## src/rtl/jcpu_pkg.sv

```systemverilog
// Shared definitions for the jcpu stepper: phase encodings and default sizes.
package jcpu_pkg;

   typedef enum logic [1:0] {
      P0 = 2'd0,
      P1 = 2'd1,
      P2 = 2'd2,
      P3 = 2'd3
   } phase_t;

   localparam int NSTEPS_DEF = 6;
   localparam int NCNT_DEF   = 8;

endpackage

```

## src/rtl/jphase.sv

```systemverilog
// Four-phase counter generating the bus-enable window (P1,P2) and register set pulse (P2).
module jphase
   import jcpu_pkg::*;
(
   input  logic clk,
   input  logic rst_n,
   input  logic halt,
   input  logic adv,
   output logic clke,
   output logic clks,
   output logic tick
);

   phase_t phase, phase_nxt;
   logic   clke_nxt, clks_nxt;

   // tick marks the edge on which P3 rolls over to P0
   assign tick = (phase == P3) && !halt && adv;

   always_ff @(posedge clk) begin
      if (!rst_n) begin
         phase <= P0;
         clke  <= 1'b0;
         clks  <= 1'b0;
      end else begin
         phase <= phase_nxt;
         clke  <= clke_nxt;
         clks  <= clks_nxt;
      end
   end

   always_comb begin
      phase_nxt = phase;
      clke_nxt  = 1'b0;
      clks_nxt  = 1'b0;
      if (!halt) begin
         if (phase != P3 || adv)
            phase_nxt = phase_t'(phase + 2'd1);
         // outputs are registered from the next phase so they align with it
         clke_nxt = (phase_nxt == P1) || (phase_nxt == P2);
         clks_nxt = (phase_nxt == P2);
      end
   end

endmodule

```

## src/rtl/jstepper.sv

```systemverilog
// One-hot instruction stepper with early-end request, halt and completed-instruction counter.
// Define JSTEPPER_SINGLE_STEP_EN to add wadvance, which gates every P3->P0 transition.
module jstepper
   import jcpu_pkg::*;
#(
   parameter int NSTEPS = NSTEPS_DEF,
   parameter int NCNT   = NCNT_DEF
) (
   input  logic              wclk,
   input  logic              wreset_n,
   input  logic              whalt,
   input  logic              wstep_rst,
`ifdef JSTEPPER_SINGLE_STEP_EN
   input  logic              wadvance,
`endif
   output logic [NSTEPS-1:0] bos,
   output logic              wclke,
   output logic              wclks,
   output logic              wdone,
   output logic [NCNT-1:0]   bcount
);

   logic adv;
   logic tick;
   logic pend;
   logic wrap;

`ifdef JSTEPPER_SINGLE_STEP_EN
   assign adv = wadvance;
`else
   assign adv = 1'b1;
`endif

   jphase u_phase (
      .clk   (wclk),
      .rst_n (wreset_n),
      .halt  (whalt),
      .adv   (adv),
      .clke  (wclke),
      .clks  (wclks),
      .tick  (tick)
   );

   // a request arriving on the rollover edge itself ends this instruction
   assign wrap = tick && (pend || wstep_rst || bos[NSTEPS-1]);

   always_ff @(posedge wclk) begin
      if (!wreset_n) begin
         bos    <= {{(NSTEPS-1){1'b0}}, 1'b1};
         pend   <= 1'b0;
         wdone  <= 1'b0;
         bcount <= '0;
      end else begin
         wdone <= wrap;
         if (tick) begin
            bos  <= wrap ? {{(NSTEPS-1){1'b0}}, 1'b1} : {bos[NSTEPS-2:0], 1'b0};
            pend <= 1'b0;
         end else begin
            pend <= pend || wstep_rst;
         end
         if (wrap)
            bcount <= bcount + {{(NCNT-1){1'b0}}, 1'b1};
      end
   end

endmodule

```

## config.mk

```make
export PLATFORM = sky130hd
export DESIGN_NAME = jstepper
export DESIGN_NICKNAME = d
export VERILOG_FILES = /design/src/rtl/jcpu_pkg.sv /design/src/rtl/jphase.sv /design/src/rtl/jstepper.sv
export SDC_FILE = /design/constraint.sdc
export NUM_CORES = 1
export LEC_CHECK = 0
export ABC_CLOCK_PERIOD_IN_PS = 2200
export CAP_MARGIN = 15
export CORE_ASPECT_RATIO = 0.9
export CORE_MARGIN = 3
export CORE_UTILIZATION = 47
export DETAILED_ROUTE_END_ITERATION = 8
export GPL_TIMING_DRIVEN = 0
export MAX_ROUTING_LAYER = met4
export PLACE_DENSITY = 0.76
export SLEW_MARGIN = 20
export SYNTH_ARGS = -nofsm -noshare
export SYNTH_HDL_FRONTEND = slang
export SYNTH_SLANG_ARGS = --single-unit
```

## constraint.sdc

```tcl
create_clock -name wclk -period 2.2 [get_ports wclk]
set_clock_uncertainty 0.2 [all_clocks]
set_input_delay 0.44 -clock wclk [delete_from_list [all_inputs] [get_ports wclk]]
set_output_delay 0.44 -clock wclk [all_outputs]
set_load 0.02 [all_outputs]
```

# After elaboration in Yosys (flattened, before gate mapping)

Cells that the tools add are included.

Register bits after elaboration: 20
Input bits: 4
Output and inout port bits: 17
Logic and storage cells: 23

Add/sub/neg operators: 2
Eq/ne operators: 3
Multiplexer cells: 2
Bitwise operators: 1
Reduce and logical (&&, ||, !) cells: 8

Operators by type and width:

| kind                | number |
|---|---|
| $add 8x1->8 const B | 1 |
| $mux 6              | 1 |
| $eq 2x2->1 const B  | 2 |
| $reduce_or 2->1     | 2 |
| $logic_or 1x1->1    | 3 |
| $add 2x1->2 const B | 1 |
| $eq 2x1->1 const B  | 1 |
| $logic_and 1x1->1   | 2 |
| $mux 2              | 1 |
| $logic_not 1->1     | 1 |
| $not 1->1           | 1 |

# Longest topological paths before layout

Gate-level depths: netlist of run 1.

Word-level depth: 4
Gate-level depth with buffers: 5
Depth with buffers taken out: 5

# Hierarchy

A second synthesis of run 1 with hierarchy kept.

Cell total of the unflattened synthesis: 83
Area, all modules: 819.5 µm²

Modules (own cells, without submodules):

| module   | instances | cells an instance | area each (µm²) | seq. area each (µm²) |
|---|---|---|---|---|
| jstepper | 1         | 61                | 619.3           | 320.3 |
| jphase   | 1         | 22                | 200.2           | 80.1 |

# Worst setup path after synthesis of run 1

No wires, ideal clock.

Path kind: register to register
Start point: register u_phase.phase[0]
End point: register bcount[6]
Arrival: 1409 ps
Required time: 1930 ps
Slack: 521 ps
Stages on the path, launching flop included: 5
Period minus slack after synthesis: 1679 ps
Cells stage by stage: dfxtp_1 > ha_1 > nand4b_4 > or4_1 > a21oi_1

Cells in the longest elaborated chain, start to end: 3

RTL lines:

| element                  | line           | source |
|---|---|---|
| start: declaration       | jphase.sv:14   | `phase_t phase, phase_nxt;` |
| start signal: assignment | jphase.sv:26   | `phase <= phase_nxt;` |
| $eq 2x2->1               | jphase.sv:18   | `assign tick = (phase == P3) && !halt && adv;` |
| $logic_and 1x1->1        | jphase.sv:18   |  |
| $logic_and 1x1->1        | jstepper.sv:45 | `assign wrap = tick && (pend \|\| wstep_rst \|\| bos[NSTEPS-1]);` |
| end signal: assignment   | jstepper.sv:62 | `bcount <= bcount + {{(NCNT-1){1'b0}}, 1'b1};` |
| end: declaration         | jstepper.sv:20 | `output logic [NCNT-1:0] bcount` |

No other way between the ends.
A chain may end at the register's enable or synchronous reset.

# Final worst setup path of run 1

Start point: register bcount[0]
End point: output port bcount[0]

No word-level cell between the ends.

==> metrics.log, run 1 <==
[metrics] #FFs+latches synth: 20
[metrics] Worst Path Class, Setup: register to output pin
[metrics] total nets after synthesis: 100
[metrics] max-capacitance violation count: 0
[metrics] type of the most critical hold path: input pin to register
[metrics] via count of the first global-routing pass: 690
[metrics] pre-CTS worst setup slack: 0.0195 ns
[metrics] count leader, synth: sky130_fd_sc_hd__dfxtp_1
[metrics] antenna violations before repair: 0
[metrics] Req. time, crit path: 1.56 ns
[metrics] post-route worst setup slack: 0.149 ns
[metrics] relative slew slack: 72.2%
[metrics] number of rows in the core area: 14
[metrics] Startpoint Class: register
[metrics] synthesis warning total: 0
[metrics] minimum clock period after layout: 2.05 ns
[metrics] number of clock sinks seen by CTS: 20
[metrics] net count of the finished layout: 124
[metrics] run status: finished clean
[metrics] share of the yosys chip area belonging to registers: 46.0%
[metrics] number of enable flip-flop cells after synthesis: 0
[metrics] Die Footprint: 0.00241 mm2
[metrics] number of H-tree branching levels: 1
[metrics] sum of negative setup slack: 0 ns
[metrics] register area: 400 um2
[metrics] cells traversed along the worst timing path: clkdlybuf4s50_1
[metrics] pins over their slew limit: 0
[metrics] post-synthesis cell count: 93
[metrics] Critical Path Slowest Stage Cell: sky130_fd_sc_hd__clkdlybuf4s50_1
[metrics] Resize count post-CTS: 0
[metrics] average wire per cell in the routed design: 12.6 um
[metrics] half-perimeter wire length of the detailed placement result: 1.25 mm
[metrics] Avg Cell Area, Syn: 9.36 um2
[metrics] unrepaired setup endpoints after global routing: no
[metrics] all-layer global routing usage: 17.1%
[metrics] Area growth, synth to finish: 29.5%
[metrics] area of the multi-input gates: 412 um2
[metrics] routability cong.: 0.807
[metrics] Leak: 0.410 nW
[metrics] critical path endpoint category: output pin
[metrics] detailed-router iteration count before antenna repair: 4
[metrics] asr flop ratio synth: 0%
[metrics] routed vias: 743
[metrics] DRC: 0
[metrics] cell area after layout: 0.00113 mm2
[metrics] Final setup violation count: 0
[metrics] # port buffers: 19
[metrics] final routed wirelength across all metal layers: 1.76 mm
[metrics] area post-placement: 0.00109 mm2
[metrics] hold-fix buffer count after cts: 0
[metrics] first-pass GRT wire length: 2.96 mm
[metrics] buffers inserted during post-CTS setup optimization: 0
[metrics] number of buffers on the longest clock path: 2
[metrics] post-synthesis cell type with the largest combined area: sky130_fd_sc_hd__dfxtp_1
[metrics] clock tree root driver cell: sky130_fd_sc_hd__clkbuf_4
[metrics] Power Dens Cells: 578 mW/mm2
[metrics] Worst Max-Slew Pin Slew: 0.414 ns
[metrics] CTS tree: built
[metrics] number of DRC markers after the initial detailed-route iteration: 15
[metrics] residual overflow from global routing: 0
[metrics] final-layout fill cell count: 165
[metrics] antenna cell count: 0
[metrics] post-route fraction of the period consumed by the critical path: 93.2%
[metrics] number of instances in the placed design: 136
[metrics] peak fanout along the critical path: 7
[metrics] peak per-stage delay on the critical path: 0.65 ns
[metrics] cell types with the highest counts after synthesis: 20 x sky130_fd_sc_hd__dfxtp_1, 14 x sky130_fd_sc_hd__a21oi_1, 8 x sky130_fd_sc_hd__nand3_1
[metrics] top-level I/O count: 21
[metrics] primary flip-flop cell chosen by synthesis mapping: sky130_fd_sc_hd__dfxtp_1
[metrics] library cells used by synthesis: 28
[metrics] number of nets still failing antenna checks after routing: 0
[metrics] netlist area before placement: 871 um2
[metrics] timing-limited maximum frequency: 488 MHz
[metrics] Core ar.: 0.00172 mm2
[metrics] die width: 51.4 um
[metrics] share of layout cells above drive strength 1: 9.48%
[metrics] maximum vdd drop: 0.450 mV
[metrics] area fraction of the dominant cell type after synthesis: 46.0%
[metrics] Initial Util: 50.7%
[metrics] cell family contributing the most delay on the critical path: buffers and inverters
[metrics] total clock buffers created by CTS: 3
[metrics] die outline height: 46.8 um
[metrics] final cell count without fillers: 140
[metrics] ranking of synthesized cells by area: sky130_fd_sc_hd__dfxtp_1 46%, sky130_fd_sc_hd__a21oi_1 8.0%, sky130_fd_sc_hd__nand3_1 4.6%, sky130_fd_sc_hd__ha_1 4.3%, sky130_fd_sc_hd__o31ai_1 4.3%
[metrics] largest net degree at the start of global routing: 12
[metrics] CP bufs+invs: 1
[metrics] post-detailed-route via-to-cell ratio: 5.31
[metrics] arrival time at the worst endpoint: 1.41 ns
[metrics] clock latency at the later pin of the worst-skew pair: 0.30 ns
[metrics] final hold violations: 0
[metrics] clock transition at the registers of the reported paths: 0.11 ns
## layer usage
layer / up-vias / GRT usage [%] / routed length, um
met5: - / - / 0
met4: 0 / 9.42 / 38
met3: 4 / 3.81 / 79
met2: 21 / 25.6 / 774
met1: 337 / 21.7 / 870
li1: 381 / - / -
## flip-flops by register name, indices dropped and copies added, names as in the netlist
signal and flops:
bcount 8, wdone 1, pend 1, u_phase.clks 1
bos 6, u_phase.phase 2, u_phase.clke 1
## area by class of cell
class | count | area share (%)
clock buffer | 4 | 3.22
multi-input combinational | 64 | 36.5
timing repair buffer | 19 | 16.9
sequential | 20 | 35.5
tap | 24 | 2.66
inverter | 3 | 0.999
buffer | 6 | 4.22
## metrics by stage
stage / util (%) / power (mW) / hold slack, ns
3_3_place_gp: 63.6 / 0.447 / 0.255
6_report: 65.7 / 0.651 / 0.122
3_5_place_dp: 63.6 / 0.449 / 0.263
2_1_floorplan: - / 0.428 / 0.264
5_1_grt: 65.7 / 0.681 / 0.109
4_1_cts: 65.7 / 0.658 / 0.114
## cell families (layout without fill, tap and decap cells)
family,after synthesis,after routing,synth area share [%]
flops,20,20,46.0
fa+ha+maj,3,3,4.31
simple gates,35,35,25.1
buf+inv,9,32,6.75
compound gates,23,23,14.7
mux,1,1,1.15
xor+xnor,2,2,2.01
## placed cells by master (no fill, tap or decap), drive strengths merged
cell type / count
nor4b: 1
and2b: 1
inv: 2
nand3b: 1
o31ai: 5
nand3: 8
xnor2: 1
or3: 1
o21ai: 4
nand2: 6
nor3b: 1
clkinv: 1
mux2i: 1
nor2: 4
buf: 3
nor3: 3
clkdlybuf4s50: 19
ha: 3
clkbuf: 7
nand4: 1
dfxtp: 20
a21oi: 14
xor2: 1
nand2b: 2
or4: 5
nand4b: 1
## power by group
part           switching (mW)  leakage [nW]  total (mW)  internal [mW]
combinational          0.0341         0.227      0.0643         0.0302
clock                   0.110        0.0210       0.211          0.101
sequential            0.00577         0.162       0.376          0.370
## path summary, 6_finish.rpt
kind	start	endpoint	slack (ns)	depth (start not counted)
hold / removal	whalt	u_phase.clke	0.12	2
hold reg to reg	bos[3]	bos[3]	0.28	2
setup / recovery	bcount[0]	bcount[0]	0.15	1
setup reg to reg	u_phase.phase[0]	bcount[6]	0.38	4
Note: power is estimated with default switching activity, not from simulation.
==> run 2: changes to the inputs <==
- CORE_ASPECT_RATIO: 0.9 -> 0.75
==> run 2 against run 1 <==
Combinational power about the same. Worst hold slack worse by 0.017 ns. Die area rose by 0.19%. Global-route usage increased by 1.9 points. Sequential power barely moved. Total power rose by 15%. Utilization rose by 5.3 points. Design area increased by 1.1%. Sequential share of layout area is 0.39 points lower. Worst setup slack got worse by 0.024 ns. Critical path type unchanged. Highest routed layer is now met3.
==> metrics.log, run 2 (same netlist as run 1, synthesis figures left out) <==
[metrics] cells traversed along the worst timing path: clkdlybuf4s50_1
[metrics] Power Dens Cells: 656 mW/mm2
[metrics] half-perimeter wire length of the detailed placement result: 1.31 mm
[metrics] Critical Path Slowest Stage Cell: sky130_fd_sc_hd__clkdlybuf4s50_1
[metrics] arrival time at the worst endpoint: 1.43 ns
[metrics] clock tree root driver cell: sky130_fd_sc_hd__clkbuf_4
[metrics] routability cong.: 0.737
[metrics] average wire per cell in the routed design: 14.0 um
[metrics] die outline height: 43.3 um
[metrics] number of rows in the core area: 12
[metrics] Largest Register: bcount
[metrics] Worst Max-Slew Pin Slew: 0.409 ns
[metrics] all-layer global routing usage: 19.0%
[metrics] pins over their slew limit: 0
[metrics] relative slew slack: 72.8%
[metrics] net count of the finished layout: 124
[metrics] post-route fraction of the period consumed by the critical path: 94.3%
[metrics] Initial Util: 54.2%
[metrics] # port buffers: 19
[metrics] hold-fix buffer count after cts: 0
[metrics] clock latency at the later pin of the worst-skew pair: 0.31 ns
[metrics] routed vias: 771
[metrics] DRC: 0
[metrics] minimum clock period after layout: 2.07 ns
[metrics] via count of the first global-routing pass: 692
[metrics] CTS tree: built
[metrics] cell family contributing the most delay on the critical path: buffers and inverters
[metrics] top-level I/O count: 21
[metrics] number of H-tree branching levels: 1
[metrics] maximum vdd drop: 0.619 mV
[metrics] run status: finished clean
[metrics] detailed-router iteration count before antenna repair: 6
[metrics] final hold violations: 0
[metrics] max-capacitance violation count: 0
[metrics] share of layout cells above drive strength 1: 9.48%
[metrics] Largest regs: bcount: 8 flops, bos: 6 flops, u_phase.phase: 2 flops
[metrics] final routed wirelength across all metal layers: 1.92 mm
[metrics] Core ar.: 0.00161 mm2
[metrics] number of clock sinks seen by CTS: 20
[metrics] number of DRC markers after the initial detailed-route iteration: 22
[metrics] unrepaired setup endpoints after global routing: no
[metrics] Req. time, crit path: 1.56 ns
[metrics] critical path endpoint category: output pin
[metrics] antenna cell count: 0
[metrics] residual overflow from global routing: 0
[metrics] number of nets still failing antenna checks after routing: 0
[metrics] sum of negative setup slack: 0 ns
[metrics] max FFs per register: 8
[metrics] final-layout fill cell count: 131
[metrics] peak per-stage delay on the critical path: 0.65 ns
[metrics] buffers inserted during post-CTS setup optimization: 0
[metrics] highest-count cells in the layout ignoring fill and taps: 20 x sky130_fd_sc_hd__dfxtp_1, 19 x sky130_fd_sc_hd__clkdlybuf4s50_1, 14 x sky130_fd_sc_hd__a21oi_1
[metrics] Final setup violation count: 0
[metrics] Worst Path Class, Setup: register to output pin
[metrics] antenna violations before repair: 0
[metrics] Area growth, synth to finish: 30.9%
[metrics] largest net degree at the start of global routing: 13
[metrics] first-pass GRT wire length: 3.38 mm
[metrics] post-route worst setup slack: 0.125 ns
[metrics] timing-limited maximum frequency: 482 MHz
[metrics] die width: 55.7 um
[metrics] type of the most critical hold path: input pin to register
[metrics] Startpoint Class: register
[metrics] post-detailed-route via-to-cell ratio: 5.63
[metrics] pre-CTS worst setup slack: 0.0542 ns
[metrics] most frequent standard cell in the layout excluding fill and tap cells: sky130_fd_sc_hd__dfxtp_1
[metrics] total clock buffers created by CTS: 3
[metrics] Leak: 0.417 nW
[metrics] Resize count post-CTS: 0
[metrics] clock transition at the registers of the reported paths: 0.12 ns
[metrics] CP bufs+invs: 1
[metrics] number of buffers on the longest clock path: 2
[metrics] Die Footprint: 0.00241 mm2
[metrics] peak fanout along the critical path: 5
-- run 2: cell types whose count changed in the layout (fill, tap and decap cells not counted), sizes merged --
cell / change
bufinv: +1
clkbuf: -1
-- run 2: where the power goes --
part           switching (mW)  leakage [nW]  internal [mW]
clock network           0.123        0.0279          0.184
logic                  0.0344         0.227         0.0303
registers             0.00635         0.162          0.370
total                   0.163         0.417          0.585
-- run 2: per-stage QoR --
| step | area, um2 | hold slack [ns] | util (%) | instances | total power, mW |
|---|---|---|---|---|---|
| final | 1140 | 0.105 | 71.0 | 137 | 0.748 |
| after global routing | 1140 | 0.0825 | 71.0 | 137 | 0.781 |
| after CTS | 1140 | 0.0987 | 71.0 | 137 | 0.751 |
| after detailed placement | 1090 | 0.260 | 67.7 | 133 | 0.449 |
| after global placement | 1090 | 0.251 | 67.7 | 133 | 0.447 |
| after floorplan | 871 | 0.264 | - | 93 | 0.428 |
-- run 2: layout make-up --
cell class                 instances  area [um2]  area share [%]
clock inverter                     1        30.0            2.63
timing repair buffer              19         190            16.7
sequential                        20         400            35.1
clock buffer                       3        22.5            1.98
multi-input combinational         64         412            36.1
tap                               21        26.3            2.31
buffer                             6        47.5            4.17
inverter                           3        11.3           0.988
-- run 2: path summary, 6_finish.rpt --
| check | endpoint | slack, ns | cells past startpoint | start |
|---|---|---|---|---|
| max | bcount[2] | 0.13 | 1 | bcount[2] |
| min | u_phase.clke | 0.11 | 2 | whalt |
| max reg2reg | bcount[6] | 0.34 | 4 | u_phase.phase[0] |
| min reg2reg | bos[5] | 0.28 | 2 | bos[5] |
-- run 2: routing by layer --
metal	GRT usage [%]	vias to the layer above	wire (um)
met3	6.38	0	93
li1	-	386	-
met2	29.5	21	928
met4	5.83	0	0
met5	-	-	0
met1	23.5	364	896
